==> src/rtl/serial_subtractor.sv <==
// Bit-serial LSB-first subtractor: {bout, diff} = a - b - bin over WIDTH bits,
// one full-subtractor cell plus a borrow flop, sequenced by start/busy/done.
module serial_subtractor #(
    parameter int WIDTH = 8
) (
    input  logic             clk,
    input  logic             rst_n,
    input  logic             start,
    input  logic [WIDTH-1:0] a,
    input  logic [WIDTH-1:0] b,
    input  logic             bin,
    output logic             busy,
    output logic             done,
    output logic [WIDTH-1:0] diff,
    output logic             bout
);

    localparam int CW = (WIDTH > 1) ? $clog2(WIDTH) : 1;
    localparam logic [CW-1:0] LAST_BIT = CW'(WIDTH - 1);

    // state   | meaning
    // S_IDLE  | waiting for start; diff/bout hold last result
    // S_SHIFT | one bit per cycle through the full-subtractor cell
    // S_DONE  | publish result and pulse done on the following cycle
    typedef enum logic [1:0] {
        S_IDLE  = 2'd0,
        S_SHIFT = 2'd1,
        S_DONE  = 2'd2
    } state_t;

    state_t           state_q, state_d;
    logic [WIDTH-1:0] a_sr_q, a_sr_d;
    logic [WIDTH-1:0] b_sr_q, b_sr_d;
    logic [WIDTH-1:0] r_q, r_d;
    logic             borrow_q, borrow_d;
    logic [CW-1:0]    cnt_q, cnt_d;
    logic [WIDTH-1:0] diff_q, diff_d;
    logic             bout_q, bout_d;
    logic             done_q, done_d;

    logic d_bit;
    logic borrow_nx;

    assign d_bit     = a_sr_q[0] ^ b_sr_q[0] ^ borrow_q;
    assign borrow_nx = (~a_sr_q[0] & b_sr_q[0]) | (~(a_sr_q[0] ^ b_sr_q[0]) & borrow_q);

    always_ff @(posedge clk or negedge rst_n) begin
        if (!rst_n) begin
            state_q  <= S_IDLE;
            a_sr_q   <= '0;
            b_sr_q   <= '0;
            r_q      <= '0;
            borrow_q <= 1'b0;
            cnt_q    <= '0;
            diff_q   <= '0;
            bout_q   <= 1'b0;
            done_q   <= 1'b0;
        end else begin
            state_q  <= state_d;
            a_sr_q   <= a_sr_d;
            b_sr_q   <= b_sr_d;
            r_q      <= r_d;
            borrow_q <= borrow_d;
            cnt_q    <= cnt_d;
            diff_q   <= diff_d;
            bout_q   <= bout_d;
            done_q   <= done_d;
        end
    end

    always_comb begin
        state_d  = state_q;
        a_sr_d   = a_sr_q;
        b_sr_d   = b_sr_q;
        r_d      = r_q;
        borrow_d = borrow_q;
        cnt_d    = cnt_q;
        diff_d   = diff_q;
        bout_d   = bout_q;
        done_d   = 1'b0;

        case (state_q)
            S_IDLE: begin
                if (start) begin
                    a_sr_d   = a;
                    b_sr_d   = b;
                    borrow_d = bin;
                    cnt_d    = '0;
                    state_d  = S_SHIFT;
                end
            end
            S_SHIFT: begin
                a_sr_d   = a_sr_q >> 1;
                b_sr_d   = b_sr_q >> 1;
                // result enters at the MSB so bit 0 lands in r[0] after WIDTH shifts
                r_d      = {d_bit, r_q[WIDTH-1:1]};
                borrow_d = borrow_nx;
                cnt_d    = cnt_q + CW'(1);
                if (cnt_q == LAST_BIT) begin
                    state_d = S_DONE;
                end
            end
            S_DONE: begin
                diff_d  = r_q;
                bout_d  = borrow_q;
                done_d  = 1'b1;
                state_d = S_IDLE;
            end
            default: begin
                state_d = S_IDLE;
            end
        endcase
    end

    assign busy = (state_q == S_SHIFT);
    assign done = done_q;
    assign diff = diff_q;
    assign bout = bout_q;

endmodule

==> config.mk <==
export PLATFORM = sky130hd
export DESIGN_NAME = serial_subtractor
export DESIGN_NICKNAME = d
export VERILOG_FILES = /design/src/rtl/serial_subtractor.sv
export SDC_FILE = /design/constraint.sdc
export NUM_CORES = 1
export LEC_CHECK = 0
export ABC_CLOCK_PERIOD_IN_PS = 1800
export CORE_ASPECT_RATIO = 1.25
export CORE_UTILIZATION = 50
export CTS_CLUSTER_SIZE = 20
export DETAILED_ROUTE_END_ITERATION = 16
export MAX_ROUTING_LAYER = met4
export PLACE_DENSITY_LB_ADDON = 0.2
export SLEW_MARGIN = 20
export SYNTH_ARGS = -nofsm -noshare
export SYNTH_HDL_FRONTEND = slang
export SYNTH_SLANG_ARGS = --single-unit
==> constraint.sdc <==
create_clock -name clk -period 1.8 [get_ports clk]
set_input_delay 0.45 -clock clk [delete_from_list [all_inputs] [get_ports clk]]
set_output_delay 0.45 -clock clk [all_outputs]
set_load 0.05 [all_outputs]
Word level (Yosys, flattened, before mapping)
Index checks and enable logic that the tools add are counted.
Widths: inputs -> output; s select.
- input port bits: 20
- register bits after elaboration: 40
- output and inout bits: 11
- word-level logic and storage cells: 38
- bitwise gates (word level): 7
- reduce and logical (&&, ||, !) cells: 4
- multiplexer cells: 12
- add/sub/neg operators: 1
- eq/ne operators: 5
- operators with widths (operator ; number):
    $pmux 8 s2 ; 2
    $mux 8 ; 2
    $pmux 3 s2 ; 1
    $mux 2 ; 2
    $pmux 2 s2 ; 1
    $reduce_and 2->1 ; 2
    $add 3x1->3 const B ; 1
    $eq 3x3->1 const B ; 1
    $mux 3 ; 1
    $and 1x1->1 ; 2
    $eq 2x1->1 const B ; 1
    $eq 2x2->1 const B ; 1
    $logic_not 2->1 ; 1
    $mux 1 ; 2
    $ne 2x1->1 const B ; 1
    $ne 2x2->1 const B ; 1
    $not 1->1 ; 2
    $pmux 1 s2 ; 1
    $reduce_bool 2->1 ; 1
    $xor 1x1->1 ; 2
    $or 1x1->1 ; 1

Depth between registers and ports, before layout
Gate-level depths: netlist of run 1.
- depth in word-level cells: 5
- mapped depth: 6
- mapped depth without buffers: 4

Least setup slack after synthesis of run 1
OpenSTA, ideal clock, no wires.
- kind: register to output
- start: reg state_q[1]
- end: out busy
- cell stages (with the launch flop): 4
- data required time: 1.350 ns
- arrival: 1.028 ns
- path buffers: 1
- path slack: 0.322 ns
- cells stage by stage: dfrtp_1 nand2b_2 inv_2 buf_2
- cells in the longest elaborated chain, start to end: 1
- RTL lines (element ; line ; RTL):
    from (decl) ; 31 ; state_t state_q, state_d;
    from (signal assigned) ; 59 ; state_q <= state_d;
    $eq 2x1->1 ; 115 ; assign busy = (state_q == S_SHIFT);
    to (decl) ; 12 ; output logic busy,
Every way passes these cells.

Worst setup path in the final report of run 1
- start: reg state_q[0]
- end: out busy
Same word-level chain as after synthesis.

==> results of run 1 <==
==> how the worst min path moves through the flow <==
stage          slack, ns   endpoint
2_1_floorplan       0.15  a_sr_q[0]
3_3_place_gp        0.41     r_q[2]
3_5_place_dp        0.42     r_q[2]
4_1_cts             0.11    diff[4]
5_1_grt             0.12  b_sr_q[3]
6_report             0.1     r_q[2]
==> layout make-up <==
class	instances	area, sq um	share of cell area
Timing Repair Buffer	37	333	0.149
Tap cell	39	48.8	0.0218
Sequential cell	40	1000	0.447
Inverter	9	35.0	0.0156
Clock buffer	7	96.3	0.0430
Multi-Input combinational cell	102	726	0.324
==> stage by stage <==
step,instances,instance area [sq um],hold slack (ns),setup TNS (ns)
2_1_floorplan,160,1820,0.154,0
3_3_place_gp,227,2140,0.412,0
3_5_place_dp,227,2140,0.418,-0.0444
4_1_cts,234,2240,0.106,0
5_1_grt,234,2240,0.124,0
6_report,234,2240,0.0989,0
==> kinds of logic after synthesis <==
family | count (synthesis) | share of synthesized area
DFF | 40 | 0.549
and+or+nand+nor | 60 | 0.171
muxes | 8 | 0.0638
buffers and inverters | 18 | 0.0535
AOI/OAI and AO/OA | 31 | 0.138
adders and majority gates | 3 | 0.0247
==> registers in the layout, summed over array words and instances (netlist names) <==
| register | count |
|---|---|
| borrow_q | 1 |
| diff | 8 |
| b_sr_q | 8 |
| a_sr_q | 8 |
| bout | 1 |
| cnt_q | 3 |
| done | 1 |
| r_q | 8 |
| state_q | 2 |
==> where the power goes <==
part / switching, W / total (W) / internal, W / leakage, nW
Combinational: 0.00104 / 0.00182 / 0.000789 / 0.535
Clock: 0.000285 / 0.000626 / 0.000341 / 0.0503
Sequential: 0.000247 / 0.00155 / 0.00130 / 0.485
==> placed cells by master (no fill, tap or decap), drive strengths merged, types with 3 or more instances in the layout <==
cell type / n
mux2: 8
nand3b: 6
nand3: 4
clkbuf: 7
o22a: 5
nor3b: 3
clkdlybuf4s50: 18
nor3: 3
nand2b: 5
buf: 19
a211oi: 3
a2bb2oi: 6
dfrtp: 40
o21ai: 8
a22oi: 3
inv: 8
nor2: 3
nand2: 32
==> per-layer routing <==
metal  share of wire  vias up
li1                -      613
met1            0.41      633
met2            0.53       33
met3           0.039        9
met4           0.021        0
met5               0        -
==> what timing repair did <==
action,4_1_cts,5_1_grt
endpoints found under the setup margin,0,1
endpoints found under the hold margin,0,0
gates resized for setup,0,1
==> results.sh, run 1 <==
export IMPL_die_h_microns=69.5
export IMPL_via_per_inst=5.50
export IMPL_postCtsSetupBuffers=0
export IMPL_crit_type="reg2out"
export IMPL_ant_nets=0
export IMPL_synth_edf_count=0
export IMPL_globalRouteMet3Util=0.0541
export IMPL_r2r_setup_slack_ns=0.31
export IMPL_fill_cells=296
export IMPL_drt_initial_drc_count=52
export IMPL_h_tree_depth=2
export IMPL_grt_max_degree=31
export IMPL_row_count=24
export IMPL_core_sq_um=3480
export IMPL_cp_max_fo=16
export IMPL_layout_drive_gt1_share=0.226
export IMPL_dp_hpwl_mm=2.69
export IMPL_crit_slowest_cell="dfrtp_1"
export IMPL_routed_wl_mm=3.66
export IMPL_path_buf_inv=2
export IMPL_netlist_instances=160
export IMPL_clock_fmax_mhz=594
export IMPL_clk_pin_slew_worst_paths_ns=0.07
export IMPL_postCtsHoldBufs=0
export IMPL_layout_setup_ws_ns=0.117
export IMPL_grt_usage=0.219
export IMPL_clockBufferDepth=2
export IMPL_p_leak_nw=1.07
export IMPL_post_synth_top_area_cell="dfrtp_1"
export IMPL_dieArea_sq_um=3900
export IMPL_cts_tree="done"
export IMPL_top_usage_layer="met2"
export IMPL_power_per_cell_area_nw_per_um2=1790
export IMPL_power_w=0.00400
export IMPL_synth_distinct_cells=34
export IMPL_async_flop_share=1.00
export IMPL_crit_family="buffers and inverters"
export IMPL_diodes=0
export IMPL_antenna_found_initial=0
export IMPL_synth_seq_area_share=0.549
export IMPL_critPathMaxStageDelay_ns=0.41
export IMPL_globalplace_congestion=0.788
export IMPL_grt_pass1_wl_mm=6.36
export IMPL_rr_startpoint="state_q[0]"
export IMPL_final_nets=218
export IMPL_netlist_area_sq_um=1820
export IMPL_ys_flop_type="dfrtp_1"
export IMPL_post_place_ws_ns=-0.0322
export IMPL_wl_per_cell_microns=15.6
export IMPL_worstReg2RegEnd="b_sr_q[5]"
export IMPL_yosysMostFrequentCell="dfrtp_1"
export IMPL_fin_crit_sh=0.935
export IMPL_cp_endpoint="busy"
export IMPL_synth_area_leaders="dfrtp_1 55%, nand2_1 6.6%, mux2_4 5.8%"
export IMPL_cp_data_arrival_time_ns=1.23
export IMPL_met1_usage=0.245
export IMPL_crit_chain="nand2b_2, clkinv_2, buf_12"
export IMPL_cts_made_buffers=5
export IMPL_dr_pass1_iters=4
export IMPL_rsz0062_at_grt="false"
export IMPL_peakVddDrop_uv=1300
export IMPL_clockRootBuffer="clkbuf_8"
export IMPL_grt_pass1_vias=1397
export IMPL_syn2layout_area_growth_pct=22.8
export IMPL_synth_seq_cells=40
export IMPL_use_met2=0.372
export IMPL_slew_viol_final=0
export IMPL_critPathRequiredTime_ns=1.35
export IMPL_crit_start="state_q[0]"
export IMPL_ios=31
export IMPL_fin_crit_ns=1.68
export IMPL_drc=0
export IMPL_syn_nets=183
export IMPL_synthTopCellsByCount="40 x dfrtp_1, 32 x nand2_1, 8 x inv_1, 7 x mux2_4"
export IMPL_end_kind="output port"
export IMPL_routed_via_count=1288
export IMPL_overflow=0
export IMPL_portBuffers=30
export IMPL_hold_violations=0
export IMPL_clk_latency_ns=0.28
export IMPL_ff2ff_path_depth=4
export IMPL_clock_sinks=40
export IMPL_syn_area_per_cell_sq_um=11.4
export IMPL_cp_num_cells=3
export IMPL_tightest_slew_ns=0.442
export IMPL_status="completed"
export IMPL_fin_util=0.643
export IMPL_ys_warn_count=0
export IMPL_slew_headroom=0.705
export IMPL_setup_violations_final=0
export IMPL_initial_core_util=0.524
export IMPL_clock_skew_ns=0.00199
export IMPL_die_w_microns=56.0
export IMPL_crit_path_start_kind="register"
export IMPL_hold_path_class="in2async"
export IMPL_synth_top_cell_area_share=0.549
export IMPL_maxCapViolCount=0
Note: power is estimated with default switching activity, not from simulation.
==> run 2, diff against run 1 <==
- DONT_BUFFER_PORTS: not set -> 1
- GPL_ROUTABILITY_DRIVEN: not set -> 0
==> run 2 against run 1 <==
Net effect: clock power decreased by 12%; global-route usage decreased by 2.4 points; count of clock-buffer cells in the layout decreased by 1; sequential share of layout area increased by 6.7 points; critical path type unchanged; highest routed layer unchanged.
==> results.sh, run 2 (synthesis gave the netlist of run 1 again) <==
export IMPL_status="completed"
export IMPL_multi_input_area_sq_um=726
export IMPL_dp_hpwl_mm=2.25
export IMPL_clock_fmax_mhz=602
export IMPL_via_per_inst=5.67
export IMPL_cts_tree="done"
export IMPL_clockBufferDepth=2
export IMPL_core_sq_um=3480
export IMPL_fill_cells=316
export IMPL_clock_skew_ns=0.00414
export IMPL_end_kind="output port"
export IMPL_whs_endpoint="a_sr_q[7]"
export IMPL_cp_max_fo=9
export IMPL_r2r_setup_slack_ns=0.41
export IMPL_fin_crit_ns=1.66
export IMPL_die_w_microns=56.0
export IMPL_tightest_slew_ns=0.477
export IMPL_peakVddDrop_uv=1020
export IMPL_p_leak_nw=0.927
export IMPL_cts_made_buffers=5
export IMPL_fin_crit_sh=0.922
export IMPL_grt_pass1_wl_mm=5.60
export IMPL_power_per_cell_area_nw_per_um2=1880
export IMPL_worstReg2RegEnd="b_sr_q[5]"
export IMPL_row_count=24
export IMPL_setup_tns_final_ns=0
export IMPL_seq_area_sq_um=1000
export IMPL_h_tree_depth=2
export IMPL_routed_via_count=1152
export IMPL_portBuffers=0
export IMPL_layout_setup_ws_ns=0.140
export IMPL_drc=0
export IMPL_postCtsSetupBuffers=0
export IMPL_hold_path_class="in2reg"
export IMPL_final_nets=187
export IMPL_ios=31
export IMPL_hold_violations=0
export IMPL_final_cell_mix="40 x dfrtp_1, 32 x nand2_1, 8 x inv_1"
export IMPL_maxCapViolCount=0
export IMPL_cts_resized=0
export IMPL_routed_wl_mm=3.21
export IMPL_layout_drive_gt1_share=0.177
export IMPL_syn2layout_area_growth_pct=6.72
export IMPL_slew_headroom=0.682
export IMPL_fin_hold_ws_ns=0.281
export IMPL_clock_sinks=40
export IMPL_ff2ff_path_depth=3
export IMPL_clockRootBuffer="clkbuf_8"
export IMPL_whs_path_depth=2
export IMPL_clk_latency_ns=0.29
export IMPL_cp_data_arrival_time_ns=1.21
export IMPL_mostFrequentLayoutCell="dfrtp_1"
export IMPL_initial_core_util=0.524
export IMPL_grt_usage=0.195
export IMPL_ant_nets=0
export IMPL_slew_viol_final=0
export IMPL_grt_max_degree=41
export IMPL_diodes=0
export IMPL_overflow=0
export IMPL_dr_pass1_iters=3
export IMPL_crit_path_start_kind="register"
export IMPL_rr_startpoint="state_q[0]"
export IMPL_grt_pass1_vias=1167
export IMPL_wl_per_cell_microns=15.8
export IMPL_rsz0062_at_grt="false"
export IMPL_crit_type="reg2out"
export IMPL_antenna_found_initial=0
export IMPL_clk_pin_slew_worst_paths_ns=0.07
export IMPL_dieArea_sq_um=3900
export IMPL_hold_path_startpoint="a[7]"
export IMPL_critPathRequiredTime_ns=1.35
export IMPL_post_place_ws_ns=0.425
export IMPL_drt_initial_drc_count=24
export IMPL_setup_violations_final=0
export IMPL_die_h_microns=69.5
run 2: final cells by class:
type	instances	area share
clock buffers	6	0.0373
clock inverters	1	0.00257
inverters	9	0.0174
multi-input cells	102	0.373
flip-flops and latches	40	0.514
well taps	39	0.0251
repair buffers	6	0.0308
run 2: report_power, final:
group / total, W / internal, W / switching, W
combinational: 0.00122 / 0.000601 / 0.000615
sequential: 0.00189 / 0.00130 / 0.000596
clock: 0.000553 / 0.000263 / 0.000290
run 2: routing by layer:
layer	up-vias	routed length, microns	global-route usage
li1	555	-	-
met5	-	0	-
met3	6	194	0.0746
met4	0	47	0.0569
met1	559	1360	0.216
met2	32	1610	0.325
run 2: metrics by stage:
stage | power, W | std cells | area [sq um] | utilization
6_report | 0.00366 | 203 | 1950 | 0.559
5_1_grt | 0.00395 | 203 | 1950 | 0.559
4_1_cts | 0.00372 | 203 | 1950 | 0.559
3_5_place_dp | 0.00313 | 194 | 1840 | 0.528
3_3_place_gp | 0.00307 | 194 | 1840 | 0.528
2_1_floorplan | 0.00288 | 160 | 1820 | -
run 2: worst max path at each step:
stage	from	endpoint	slack [ns]	depth (start not counted)
after floorplan	state_q[1]	busy	0.32	3
after global placement	state_q[0]	b_sr_q[5]	0.49	3
after detailed placement	state_q[0]	b_sr_q[5]	0.43	3
after CTS	state_q[0]	busy	0.12	2
after global routing	state_q[0]	busy	0.08	2
final	state_q[0]	busy	0.14	2
run 2: critical path, cell delays in order, from the launching register on:
cell and delay [ns]:
dfrtp_1 0.51, nand2b_2 0.10, inv_2 0.31
run 2: what timing repair did:
item / CTS / global route
endpoints found under the hold margin: 40 / 0
hold buffers: 2 / 0
setup endpoints to repair: 0 / 0
==> run 3, diff against run 2 <==
- CORE_UTILIZATION: 50 -> 35
==> run 3 against run 2 <==
Net effect: critical path depth stayed put; sequential share of layout area is 1.2 points lower; first-iteration DRC count grew to 4.2 times the previous value.
==> results.sh, run 3 (synthesis gave the netlist of run 1 again) <==
export IMPL_final_nets=187
export IMPL_rsz0062_at_grt="false"
export IMPL_post_dp_cell_area_sq_um=1870
export IMPL_ios=31
export IMPL_ant_nets=0
export IMPL_clockRootBuffer="clkbuf_8"
export IMPL_cts_tree="done"
export IMPL_dp_cells=217
export IMPL_dp_hpwl_mm=2.47
export IMPL_whs_path_depth=2
export IMPL_portBuffers=0
export IMPL_crit_start="state_q[0]"
export IMPL_ff2ff_path_depth=4
export IMPL_stdcell_count=226
export IMPL_hold_violations=0
export IMPL_whs_endpoint="b_sr_q[7]"
export IMPL_dieArea_sq_um=5510
export IMPL_clock_fmax_mhz=596
export IMPL_via_per_inst=5.18
export IMPL_p_leak_nw=0.937
export IMPL_hold_path_class="in2reg"
export IMPL_grt_max_degree=41
export IMPL_h_tree_depth=2
export IMPL_multi_input_area_sq_um=726
export IMPL_slew_headroom=0.678
export IMPL_fin_util=0.395
export IMPL_power_per_cell_area_nw_per_um2=1890
export IMPL_fin_crit_ns=1.68
export IMPL_diodes=0
export IMPL_setup_violations_final=0
export IMPL_cp_data_arrival_time_ns=1.23
export IMPL_critPathMaxStageDelay_ns=0.52
export IMPL_clk_pin_slew_worst_paths_ns=0.07
export IMPL_rr_startpoint="state_q[0]"
export IMPL_row_count=29
export IMPL_routed_wl_mm=3.54
export IMPL_crit_family="flip-flops"
export IMPL_end_kind="output port"
export IMPL_cts_made_buffers=5
export IMPL_fin_crit_sh=0.932
export IMPL_postCtsSetupBuffers=0
export IMPL_status="completed"
export IMPL_drc=0
export IMPL_mostFrequentLayoutCell="dfrtp_1"
export IMPL_crit_chain="nand2b_2, inv_2"
export IMPL_tightest_slew_ns=0.483
export IMPL_syn2layout_area_growth_pct=9.33
export IMPL_dr_pass1_iters=4
export IMPL_die_h_microns=82.7
export IMPL_peakVddDrop_uv=581
export IMPL_path_buf_inv=1
export IMPL_setup_tns_final_ns=0
export IMPL_overflow=0
export IMPL_crit_path_start_kind="register"
export IMPL_clock_sinks=40
export IMPL_r2r_setup_slack_ns=0.36
export IMPL_critPathRequiredTime_ns=1.35
export IMPL_routed_via_count=1171
export IMPL_clockBufferDepth=2
export IMPL_initial_core_util=0.362
export IMPL_antenna_found_initial=0
export IMPL_worstReg2RegEnd="b_sr_q[4]"
export IMPL_clk_latency_ns=0.29
export IMPL_core_sq_um=5040
export IMPL_grt_pass1_vias=1190
export IMPL_maxCapViolCount=0
export IMPL_cp_max_fo=11
export IMPL_clock_skew_ns=0.00273
export IMPL_crit_slowest_cell="dfrtp_1"
export IMPL_crit_type="reg2out"
export IMPL_stdcell_area_sq_um=1990
export IMPL_drt_initial_drc_count=100
export IMPL_layout_drive_gt1_share=0.183
export IMPL_wl_per_cell_microns=15.7
export IMPL_grt_pass1_wl_mm=5.77
export IMPL_fill_cells=496
export IMPL_final_cell_mix="40 x dfrtp_1, 32 x nand2_1, 8 x inv_1"
export IMPL_grt_usage=0.150
export IMPL_seq_area_sq_um=1000
export IMPL_die_w_microns=66.6
export IMPL_hold_path_startpoint="b[7]"
export IMPL_slew_viol_final=0
run 3: cell count changes in the layout (fill, tap and decap cells not counted), sizes merged:
cell and delta:
clkinv -1, clkbuf +1
run 3: worst register-to-register path, cell delays in order, from the launching register on:
cell	delay, ns
dfrtp_1	0.49
buf_4	0.22
nor2_4	0.23
nor2_2	0.13
o221a_2	0.26
run 3: per-stage QoR:
stage                     setup slack [ns]  total power, W  hold slack, ns
after global placement               0.417         0.00309           0.155
after CTS                            0.102         0.00382           0.286
after detailed placement             0.373         0.00315           0.155
after global routing                0.0186         0.00405           0.302
after floorplan                      0.322         0.00288           0.154
final                                0.122         0.00376           0.300
run 3: layout make-up:
class	instances	area share
Sequential cell	40	0.502
Inverter	9	0.0169
Clock buffer	7	0.0483
Multi-Input combinational cell	102	0.364
Timing Repair Buffer	6	0.0301
Tap cell	62	0.0389
run 3: timing repair:
item,CTS,global route
hold buffers,2,0
resized for setup,0,0
endpoints found under the hold margin,40,0
run 3: how the worst max path moves through the flow:
stage / endpoint / depth (start not counted)
after global placement: b_sr_q[4] / 4
after floorplan: busy / 3
after CTS: busy / 2
after global routing: busy / 2
after detailed placement: b_sr_q[4] / 4
final: busy / 2
run 3: report_power, final:
part | internal, W | switching, W
registers | 0.00130 | 0.000604
logic | 0.000600 | 0.000624
clock network | 0.000341 | 0.000296
total | 0.00224 | 0.00152
run 3: per-layer routing:
metal  global-route usage  vias to the layer above  part of all wire
li1                     -                      557                 -
met1                0.170                      574              0.44
met2                0.242                       36              0.49
met3               0.0357                        4             0.051
met4               0.0830                        0             0.011
met5                    -                        -                 0
